### src/rtl/muldiv_pkg.sv
// Shared types for the EX-stage multiply/divide unit: opcodes, FSM states
// and the magnitude helper used when preparing signed operands.
package muldiv_pkg;

    typedef enum logic [3:0] {
        NOP   = 4'd0,
        MULT  = 4'd1,
        MULTU = 4'd2,
        DIV   = 4'd3,
        DIVU  = 4'd4,
        MFHI  = 4'd5,
        MFLO  = 4'd6,
        MTHI  = 4'd7,
        MTLO  = 4'd8
    } op_t;

    typedef enum logic [1:0] {
        ST_IDLE = 2'd0,
        ST_MUL  = 2'd1,
        ST_DIV  = 2'd2,
        ST_FIX  = 2'd3
    } state_t;

    localparam int MAX_W = 64;

    // Callers sign-extend into MAX_W bits, so the magnitude of the most
    // negative WIDTH-bit value still fits when truncated back to WIDTH.
    function automatic logic [MAX_W-1:0] abs_val(input logic signed [MAX_W-1:0] x);
        return x[MAX_W-1] ? -x : x;
    endfunction

endpackage

### src/rtl/muldiv_hilo_unit_iter_core.sv
// Iterative datapath: shift-add multiply (BITS_PER_CYCLE multiplier bits per
// step) and restoring divide (one quotient bit per step) on unsigned magnitudes.
module muldiv_iter_core #(
    parameter int WIDTH          = 32,
    parameter int BITS_PER_CYCLE = 1
) (
    input  logic                 clk,
    input  logic                 rst,
    input  logic                 start_mul,
    input  logic                 start_div,
    input  logic                 step_mul,
    input  logic                 step_div,
    input  logic [WIDTH-1:0]     a,
    input  logic [WIDTH-1:0]     b,
    output logic [2*WIDTH-1:0]   acc,
    output logic                 last
);

    localparam int N_MUL = WIDTH / BITS_PER_CYCLE;
    localparam int CW    = $clog2(WIDTH) + 1;

    logic [2*WIDTH-1:0] mcand;
    logic [WIDTH-1:0]   opb;
    logic [CW-1:0]      cnt;
    logic [2*WIDTH-1:0] partial;
    logic [WIDTH:0]     shifted;
    logic [WIDTH:0]     diff;

    always_comb begin
        partial = '0;
        for (int k = 0; k < BITS_PER_CYCLE; k++) begin
            if (opb[k]) partial = partial + (mcand << k);
        end
    end

    // For divide, acc holds {remainder, dividend/quotient}; the remainder is
    // always below the divisor, so one extra bit covers the trial subtract.
    assign shifted = {acc[2*WIDTH-1:WIDTH], acc[WIDTH-1]};
    assign diff    = shifted - {1'b0, opb};
    assign last    = (cnt == '0);

    always_ff @(posedge clk) begin
        if (rst) begin
            acc   <= '0;
            mcand <= '0;
            opb   <= '0;
            cnt   <= '0;
        end else if (start_mul) begin
            acc   <= '0;
            mcand <= {{WIDTH{1'b0}}, a};
            opb   <= b;
            cnt   <= CW'(N_MUL - 1);
        end else if (start_div) begin
            acc   <= {{WIDTH{1'b0}}, a};
            opb   <= b;
            cnt   <= CW'(WIDTH - 1);
        end else if (step_mul) begin
            acc   <= acc + partial;
            mcand <= mcand << BITS_PER_CYCLE;
            opb   <= opb >> BITS_PER_CYCLE;
            cnt   <= cnt - CW'(1);
        end else if (step_div) begin
            if (!diff[WIDTH]) acc <= {diff[WIDTH-1:0], acc[WIDTH-2:0], 1'b1};
            else              acc <= {shifted[WIDTH-1:0], acc[WIDTH-2:0], 1'b0};
            cnt <= cnt - CW'(1);
        end
    end

endmodule

### src/rtl/muldiv_hilo_unit.sv
// EX-stage multiply/divide unit with architectural HI/LO, MTHI/MTLO/MFHI/MFLO,
// abort from the pipeline flush, and a stall request to the hazard logic.
module muldiv_hilo_unit
    import muldiv_pkg::*;
#(
    parameter int WIDTH          = 32,
    parameter int BITS_PER_CYCLE = 1
) (
    input  logic             clk,
    input  logic             rst,
    input  logic             op_valid,
    input  logic [3:0]       op,
    input  logic [WIDTH-1:0] rs_val,
    input  logic [WIDTH-1:0] rt_val,
    input  logic             abort,
    output logic             stall,
    output logic             busy,
    output logic             done,
    output logic             div_by_zero,
    output logic [WIDTH-1:0] rd_data,
    output logic [WIDTH-1:0] hi,
    output logic [WIDTH-1:0] lo
);

    state_t             state;
    logic               accept, known_op, is_mul_op, is_div_op, is_signed, rt_zero;
    logic               start_mul, start_div, last;
    logic               fix_div, dz_fix, neg_lo, neg_hi;
    logic [WIDTH-1:0]   saved_rs;
    logic [WIDTH-1:0]   rs_mag, rt_mag, op_a, op_b;
    logic [2*WIDTH-1:0] core_acc, prod;
    logic [WIDTH-1:0]   quot, rem;

    assign busy      = (state != ST_IDLE);
    assign known_op  = (op >= 4'd1) && (op <= 4'd8);
    assign stall     = op_valid && busy && known_op;
    assign accept    = op_valid && !busy && !abort;
    assign is_mul_op = (op == MULT) || (op == MULTU);
    assign is_div_op = (op == DIV) || (op == DIVU);
    assign is_signed = (op == MULT) || (op == DIV);
    assign rt_zero   = (rt_val == '0);
    assign start_mul = accept && is_mul_op;
    assign start_div = accept && is_div_op && !rt_zero;

    assign rs_mag = WIDTH'(abs_val(MAX_W'(signed'(rs_val))));
    assign rt_mag = WIDTH'(abs_val(MAX_W'(signed'(rt_val))));
    assign op_a   = is_signed ? rs_mag : rs_val;
    assign op_b   = is_signed ? rt_mag : rt_val;

    muldiv_iter_core #(
        .WIDTH          (WIDTH),
        .BITS_PER_CYCLE (BITS_PER_CYCLE)
    ) u_core (
        .clk       (clk),
        .rst       (rst),
        .start_mul (start_mul),
        .start_div (start_div),
        .step_mul  (state == ST_MUL),
        .step_div  (state == ST_DIV),
        .a         (op_a),
        .b         (op_b),
        .acc       (core_acc),
        .last      (last)
    );

    assign prod = neg_lo ? -core_acc : core_acc;
    assign quot = neg_lo ? -core_acc[WIDTH-1:0] : core_acc[WIDTH-1:0];
    assign rem  = neg_hi ? -core_acc[2*WIDTH-1:WIDTH] : core_acc[2*WIDTH-1:WIDTH];

    always_comb begin
        rd_data = '0;
        if (!busy) begin
            if (op == MFHI)      rd_data = hi;
            else if (op == MFLO) rd_data = lo;
        end
    end

    // HI/LO change only on MTHI/MTLO at accept or at a non-aborted FIX exit.
    always_ff @(posedge clk) begin
        if (rst) begin
            state       <= ST_IDLE;
            hi          <= '0;
            lo          <= '0;
            done        <= 1'b0;
            div_by_zero <= 1'b0;
            fix_div     <= 1'b0;
            dz_fix      <= 1'b0;
            neg_lo      <= 1'b0;
            neg_hi      <= 1'b0;
            saved_rs    <= '0;
        end else begin
            done <= 1'b0;
            case (state)
                ST_IDLE: begin
                    if (accept) begin
                        if (op == MTHI)      hi <= rs_val;
                        else if (op == MTLO) lo <= rs_val;
                        if (is_mul_op || is_div_op) begin
                            div_by_zero <= 1'b0;
                            fix_div     <= is_div_op;
                            dz_fix      <= is_div_op && rt_zero;
                            saved_rs    <= rs_val;
                            neg_lo      <= is_signed && (rs_val[WIDTH-1] ^ rt_val[WIDTH-1]);
                            neg_hi      <= is_signed && rs_val[WIDTH-1];
                            if (is_mul_op)    state <= ST_MUL;
                            else if (rt_zero) state <= ST_FIX;
                            else              state <= ST_DIV;
                        end
                    end
                end
                ST_MUL, ST_DIV: begin
                    if (abort)     state <= ST_IDLE;
                    else if (last) state <= ST_FIX;
                end
                ST_FIX: begin
                    state <= ST_IDLE;
                    if (!abort) begin
                        done <= 1'b1;
                        if (dz_fix) begin
                            hi          <= saved_rs;
                            lo          <= '1;
                            div_by_zero <= 1'b1;
                        end else if (fix_div) begin
                            hi <= rem;
                            lo <= quot;
                        end else begin
                            {hi, lo} <= prod;
                        end
                    end
                end
                default: state <= ST_IDLE;
            endcase
        end
    end

endmodule

### config.mk
export PLATFORM = sky130hd
export DESIGN_NAME = muldiv_hilo_unit
export DESIGN_NICKNAME = d
export VERILOG_FILES = /design/src/rtl/muldiv_pkg.sv /design/src/rtl/muldiv_hilo_unit_iter_core.sv /design/src/rtl/muldiv_hilo_unit.sv
export SDC_FILE = /design/constraint.sdc
export NUM_CORES = 1
export LEC_CHECK = 0
export ABC_CLOCK_PERIOD_IN_PS = 3600
export CAP_MARGIN = 20
export CELL_PAD_IN_SITES_DETAIL_PLACEMENT = 1
export CELL_PAD_IN_SITES_GLOBAL_PLACEMENT = 2
export CORE_ASPECT_RATIO = 0.7
export CORE_MARGIN = 2
export CORE_UTILIZATION = 31
export DETAILED_ROUTE_END_ITERATION = 12
export PLACE_DENSITY_LB_ADDON = 0.1
export SLEW_MARGIN = 20
export SYNTH_ARGS = -nofsm -noshare
export SYNTH_HDL_FRONTEND = slang
export SYNTH_SLANG_ARGS = --single-unit
### constraint.sdc
create_clock -name clk -period 3.6 [get_ports clk]
set_input_delay 0.54 -clock clk [delete_from_list [all_inputs] [get_ports clk]]
set_output_delay 0.54 -clock clk [all_outputs]
set_load 0.02 [all_outputs]
==> results.md <==
* Status: finished with violations
* Failing checks: setup timing
* Final ANT Viol Nets at 0
* Synth top area share at 25.95%
* Post-DP HPWL at 81,090 microns
* Rel. slew slack at 48.25%
* Seq/Total Area, Yosys at 25.95%
* Die H at 220.9 microns
* Worst setup path endpoint: u_core.acc[58]
* Starting Density at 31.36%
* CTS clk-pin slew, worst paths at 60 ps
* Largest net degree at the start of global routing at 108
* Rows at 79
* R2R Path Start: u_core.opb[0]
* Die area at 0.06932 sq mm
* Pwr Density at 717.8 mW/mm^2
* RD Place Congestion at 0.8906
* Register bit count reported by yosys at 270
* Post-synth EDFFs at 0
* Pre-antenna DRT Iters at 5
* Post-layout util at 41.88%
* Initial drt markers at 2,025
* DRC at 0
* Final hold vios at 0
* Reg2reg setup slack at -180 ps
* Via count at 24,072
* Num CTS Buffers at 35
* Most common cell in the synthesized netlist: nand2_1
* Number of max-cap violations at 0
* Layout Cells excl Fill at 4,198
* Final-report setup violation count at 8
* Total gr overflow at 0
* RSZ-0062 raised after global routing: true
* Sum Neg Setup Slack at -400.8 ps
* Drt total wl at 103,300 microns
* Fin crit period at 3776 ps
* Mapped Area at 0.02083 sq mm
* LEAKAGE at 10.61 nW
* Gr usage total at 28.74%
* CP Data Required Time at 4090 ps
* Clock Sinks at 270
* Tightest Pin Transition at 776.3 ps
* YS warnings at 0
* Initial antenna violation count at 3
* First-pass GRT wire length at 153,500 microns
* CP Launch Type: flip-flop
* Nets at 3,459
* Vias in the first global route at 23,561
* Achievable frequency at 264.8 MHz
* Worst min path class: input port to flip-flop
* Layout cells sized above 1 at 17.24%
* Final critical-path share of the clock period at 104.9%
* Cells after Synth at 2,904
* Top cells by count, synth: nand2_1 (396), nor2_1 (330), a21oi_1 (325)
* Port Buffer Count at 171
* Setup WS post-layout at -176.5 ps
* Root Driver: clkbuf_16
* Critical path fanouts, max at 11
* # hold bufs at CTS at 0
* Reg2reg end: u_core.acc[58]
* Top post-synthesis cells by area: dfxtp_1 (26%), a21oi_1 (7.8%), nand2_1 (7.1%)
* Layout area overhead at 33.54%
* Mapped Avg Cell Area at 7.174 sq um
* H-tree levels at 2
* Worst setup path startpoint: u_core.opb[0]
* Dpl cells at 4,114
* Worst Skew at 32.48 ps
* Critical Path AT at 4260 ps
* Cell variety after synth at 88
* CP Capture Type: flip-flop
* Wire per inst at 24.61 microns
* Post-DR vias/cell at 5.734
* Worst-Skew Late Latency at 580 ps
* Dominant synthesized flop cell: dfxtp_1
* Syn Nets at 3,082
* WS Path Type: flip-flop to flip-flop
* Worst-case reg-to-reg path depth at 15
* VDD IR-drop max at 480.3 uV
* DIE WIDTH at 313.8 microns
* CORE AREA at 0.06642 sq mm
* Max-slew violations at 0
* Longest Clk Path Bufs at 3
* Top Ports at 172
* Post-synth ARST share at 0%
* Dominant cell type by area after synthesis: dfxtp_1
* CTS tree: built
[per-stage QoR]
step / worst slack [ps] / instance area, sq um / hold slack (ps) / total power, W
floorplan: 0.5003 / 20890 / 431.7 / 0.009757
global placement: -354.8 / 25760 / 437.5 / 0.01392
detailed placement: -444.5 / 25760 / 445.4 / 0.01414
CTS: -129.3 / 27210 / 384.0 / 0.01812
global route: -280.9 / 27820 / 428.9 / 0.02112
finish: -176.5 / 27820 / 434.3 / 0.01997
[critical path, cell delays in order (launching register included)]
cell       delay [ps]
dfxtp_4           380
buf_4             180
and2_1            170
ha_4              280
buf_4             100
a21oi_1            80
o21ai_1           200
nand2_2           120
a2111oi_4         400
o211ai_2          190
o31ai_4           410
o31ai_4           170
o21a_1            230
and3b_1           180
o41a_1            420
nor3_2            160
[area by class of cell]
class / count / area, sq um
sequential: 270 / 5409
antenna: 1 / 2.502
clock inverter: 9 / 108.9
inverter: 76 / 285.3
multi-input combinational: 2351 / 14990
fill: 8165 / 38600
tap: 891 / 1115
clock buffer: 53 / 1023
timing repair buffer: 547 / 4886
[kinds of logic (layout without fill, tap and decap cells)]
logic type	count (synthesis)	after routing	share of synthesized area, %
AOI/OAI and AO/OA	938	938	28.92
buffers and inverters	283	685	5.465
other	0	1	0
DFF	270	270	25.95
adders and majority gates	106	106	6.438
and+or+nand+nor	1082	1082	23.66
muxes	16	16	0.7808
xor gates and xnor gates	209	209	8.787
[routing by layer]
metal  routed length [microns]  up-vias  global-route usage (%)
met5                         0        -                       0
met4                      1317        0                   4.816
met3                      8692       79                   6.495
met2                     38000      737                   36.84
met1                     55290    12040                   47.23
li1                          -    11216                       -
[cells in the final DEF, fill, tap and decap left out, drive strengths merged, types with 26 or more instances in the layout]
master / Yosys / final
a311oi: 32 / 32
o221ai: 47 / 47
a22oi: 43 / 43
nand2: 396 / 396
nand4: 28 / 28
a221oi: 48 / 48
and2: 72 / 72
a21o: 49 / 49
clkbuf: 162 / 55
ha: 104 / 104
nor2: 334 / 334
a21oi: 325 / 325
buf: 45 / 375
inv: 75 / 78
nor3: 80 / 80
nor4: 28 / 28
a211oi: 42 / 42
xnor2: 123 / 123
clkdlybuf4s50: 0 / 170
o31ai: 28 / 28
dfxtp: 270 / 270
o21ai: 195 / 195
xor2: 86 / 86
nand3: 26 / 26
[registers in the layout (all words and copies together) (netlist names)]
register and cells:
neg_lo 1, done 1, fix_div 1, lo 32, u_core.opb 32, u_core.mcand 64, saved_rs 32, neg_hi 1
u_core.cnt 6, div_by_zero 1, state 2, u_core.acc 64, dz_fix 1, hi 32
[power breakdown]
part	total, W	switching [W]	internal [W]
Clock	0.00367	0.00156	0.00211
Combinational	0.0126	0.00716	0.00540
Sequential	0.00374	0.000400	0.00334
[how the worst min path moves through the flow]
| stage | cells after the start | to | startpoint |
|---|---|---|---|
| finish | 2 | saved_rs[2] | rst |
| global route | 2 | saved_rs[1] | rst |
| CTS | 2 | state[0] | rst |
| detailed placement | 2 | saved_rs[16] | saved_rs[16] |
| global placement | 2 | saved_rs[1] | saved_rs[1] |
| floorplan | 2 | saved_rs[17] | saved_rs[17] |
[what timing repair did]
action / CTS / global route
cloned: 0 / 3
pin swaps: 29 / 56
buffers inserted: 7 / 14
gates resized for setup: 47 / 101
endpoints found under the setup margin: 32 / 37
(Power assumes the default switching activity.)
==> edit (config.mk and constraints unchanged) <==
Encoding of `state_t`: now one-hot (4 bits for 4 states).
--- a/src/rtl/muldiv_pkg.sv
+++ b/src/rtl/muldiv_pkg.sv
@@ -16,7 +16,7 @@
 
-    typedef enum logic [1:0] {
-        ST_IDLE = 2'd0,
-        ST_MUL  = 2'd1,
-        ST_DIV  = 2'd2,
-        ST_FIX  = 2'd3
+    typedef enum logic [3:0] {
+        ST_IDLE = 4'b0001,
+        ST_MUL  = 4'b0010,
+        ST_DIV  = 4'b0100,
+        ST_FIX  = 4'b1000
     } state_t;
Function: same outputs for any inputs over 4 cycles, from zero or initial values and one cycle with rst high; so few cycles prove little.
==> edit against the original RTL <==
  * Synthesized cell count grew 0.76%
  * Routed wire length grew 2.9%
  * Global-route usage grew 0.85 points
  * The run still ends with negative setup slack left
  * Design area shrank 1.1%
  * Worst setup slack gained 0.13 ns
  * Die area is essentially flat
  * Area after synthesis is essentially flat
  * Sequential cell count grew 2
Power is not compared: it rests on default switching activity, and its combinational part moved more than twofold at a synthesized area within 25%.
==> edit: results (changes against the original RTL) <==
- The number of unique standard cell types used by synthesis is 79 (-10%).
- The number of buffers inserted during clock tree synthesis is 35 (unchanged).
- The flow ran to the end, but the final reports show violations.
- In the synthesized netlist, the cells that appear most often are 487 x nand2_1, 309 x a21oi_1, 272 x dfxtp_1.
- The startpoint type of the worst setup path is a flip-flop.
- The type of the most critical hold path is input port to flip-flop.
- The arrival time reported for the critical path endpoint is 4.08 ns (-0.18 ns).
- The synthesized netlist net count was 3100 (+0.58%).
- The number of antenna violations at the first check in global routing is 2 (-1).
- The fraction of final layout cells with drive strength greater than 1 is 16.23% (-1.0 points).
- The number of filler instances in the final layout was 8050 (-1.4%).
- The transition time of the tightest slew-check pin was 1.110 ns (+0.3333 ns).
- The routed via count divided by cell count is 5.805 (+1.2%).
- The commonest register cell after synthesis is dfxtp_1.
- The worst-case setup margin in the final layout is -0.04718 ns (+0.1293 ns).
- The largest fanout on the critical path is 15 (+4).
- The worst setup slack before clock tree synthesis was -0.2903 ns (+0.1542 ns).
- The sequential cell area fraction in the yosys report is 26.13% (+0.18 points).
- The final weighted congestion in routability-driven placement is 0.9130 (+2.5%).
- The final sum of negative setup slack is -0.06112 ns (+0.3396 ns).
- The leakage power is 10.67 nW.
- Yosys attributes the largest share of cell area to dfxtp_1 26%, nand2_1 8.8%, a21oi_1 7.4%, ha_1 6.0%, xnor2_1 5.7%.
- The routed wire length is 106300 µm (+2.9%).
- The mean post-synth cell area is 7.122 µm² (-0.72%).
- The global-route wire length before repair is 157300 µm (+2.5%).
- The via count is 24388 (+1.3%).
- The final reports fail on negative setup slack.
- The number of endpoints failing setup at the final stage is 3 (-5).
- The total instance count after detailed placement came to 4132 (+0.44%).
- The half-perimeter wire length after placement is 82000 µm (+1.1%).
- The aggregate global-route resource usage is 29.59% (+0.85 points).
- The final setup skew came to 0.01060 ns (-0.02188 ns).
- The maximum number of pins on one net before global-route repair is 140 (+30%).
- In the final layout, the registers with the most flip-flops are u_core.acc: 64 flops, u_core.mcand: 64 flops.
- The number of nets in the layout was 3462 (+0.087%).
- The net switching share of the total power is 29.65%.
- The violation count after the first detailed-route iteration is 2018 (-0.35%).
## edit: changes by cell type in the layout (fill, tap and decap cells not counted), moves of 22 or more
cell,delta
o211ai_1,+22
nand3_1,+28
o21ai_0,+23
a221oi_1,-24
nand2_1,+96
o21ai_1,-62
nor2_1,-71
## edit: worst paths after layout
kind	from	endpoint	cells past startpoint
hold / removal	rst	state[1]	2
setup reg to reg	u_core.opb[0]	u_core.acc[61]	14
hold reg to reg	saved_rs[1]	saved_rs[1]	2
setup / recovery	u_core.opb[0]	u_core.acc[61]	14
## edit: cells by family after synthesis
group	Yosys count	synth area share (%)
AO/OA/AOI/OAI	924	28.78
flip-flops	272	26.13
multiplexers	10	0.4804
XOR/XNOR	207	8.700
AND/OR/NAND/NOR	1121	24.42
buffers and inverters	290	5.290
adder cells (fa/ha/maj)	102	6.196
## edit: timing repair
item,CTS,global route
endpoints found under the hold margin,0,0
setup endpoints to repair,33,40
gates cloned,0,1
gates resized for setup,28,96
setup buffers,3,6
pin swaps,7,26
## edit: final cells by class
type,instances,share of cell area (%)
Multi-Input combinational cell,2364,53.80
Sequential cell,272,19.81
Timing Repair Buffer,540,17.17
Tap cell,891,4.052
Clock buffer,45,3.466
Inverter,75,1.023
Clock inverter,13,0.6640
Antenna cell,1,0.009096
## edit: critical path, cell delays in order (launching register included)
cell and delay (ns):
dfxtp_4 0.38, buf_12 0.17, and2_1 0.18, ha_4 0.28
nand4_2 0.11, or3_4 0.36, or2_1 0.23, or4_4 0.43
o32ai_4 0.17, o21ai_4 0.13, o221a_4 0.24, o311a_4 0.34
o31ai_4 0.26, xnor2_2 0.16, a21oi_2 0.07
## edit: routing by layer
layer / track usage (%) / vias to the layer above / part of all wire (%) / wire length, µm
li1: - / 11208 / - / -
met1: 47.57 / 12264 / 52 / 55320
met2: 38.05 / 821 / 37 / 39610
met3: 8.013 / 93 / 9.2 / 9743
met4: 5.279 / 2 / 1.5 / 1623
met5: 0 / - / 0.012 / 13
## edit: metrics by stage
step / hold WS [ns] / power [W] / instance area (µm²)
2_1_floorplan: 0.4276 / 0.003828 / 20880
3_3_place_gp: 0.4353 / 0.004490 / 25790
3_5_place_dp: 0.4468 / 0.004514 / 25790
4_1_cts: 0.3681 / 0.008225 / 27100
5_1_grt: 0.4014 / 0.008535 / 27510
6_report: 0.3706 / 0.008287 / 27510
## edit: power by group through the flow
stage / registers (W) / logic [W] / clock network (W)
after global routing: 0.00311 / 0.00156 / 0.00387
after detailed placement: 0.00317 / 0.00135 / 0
after CTS: 0.00310 / 0.00136 / 0.00376
after floorplan: 0.00316 / 0.000668 / 0
after global placement: 0.00316 / 0.00133 / 0
final: 0.00310 / 0.00148 / 0.00371
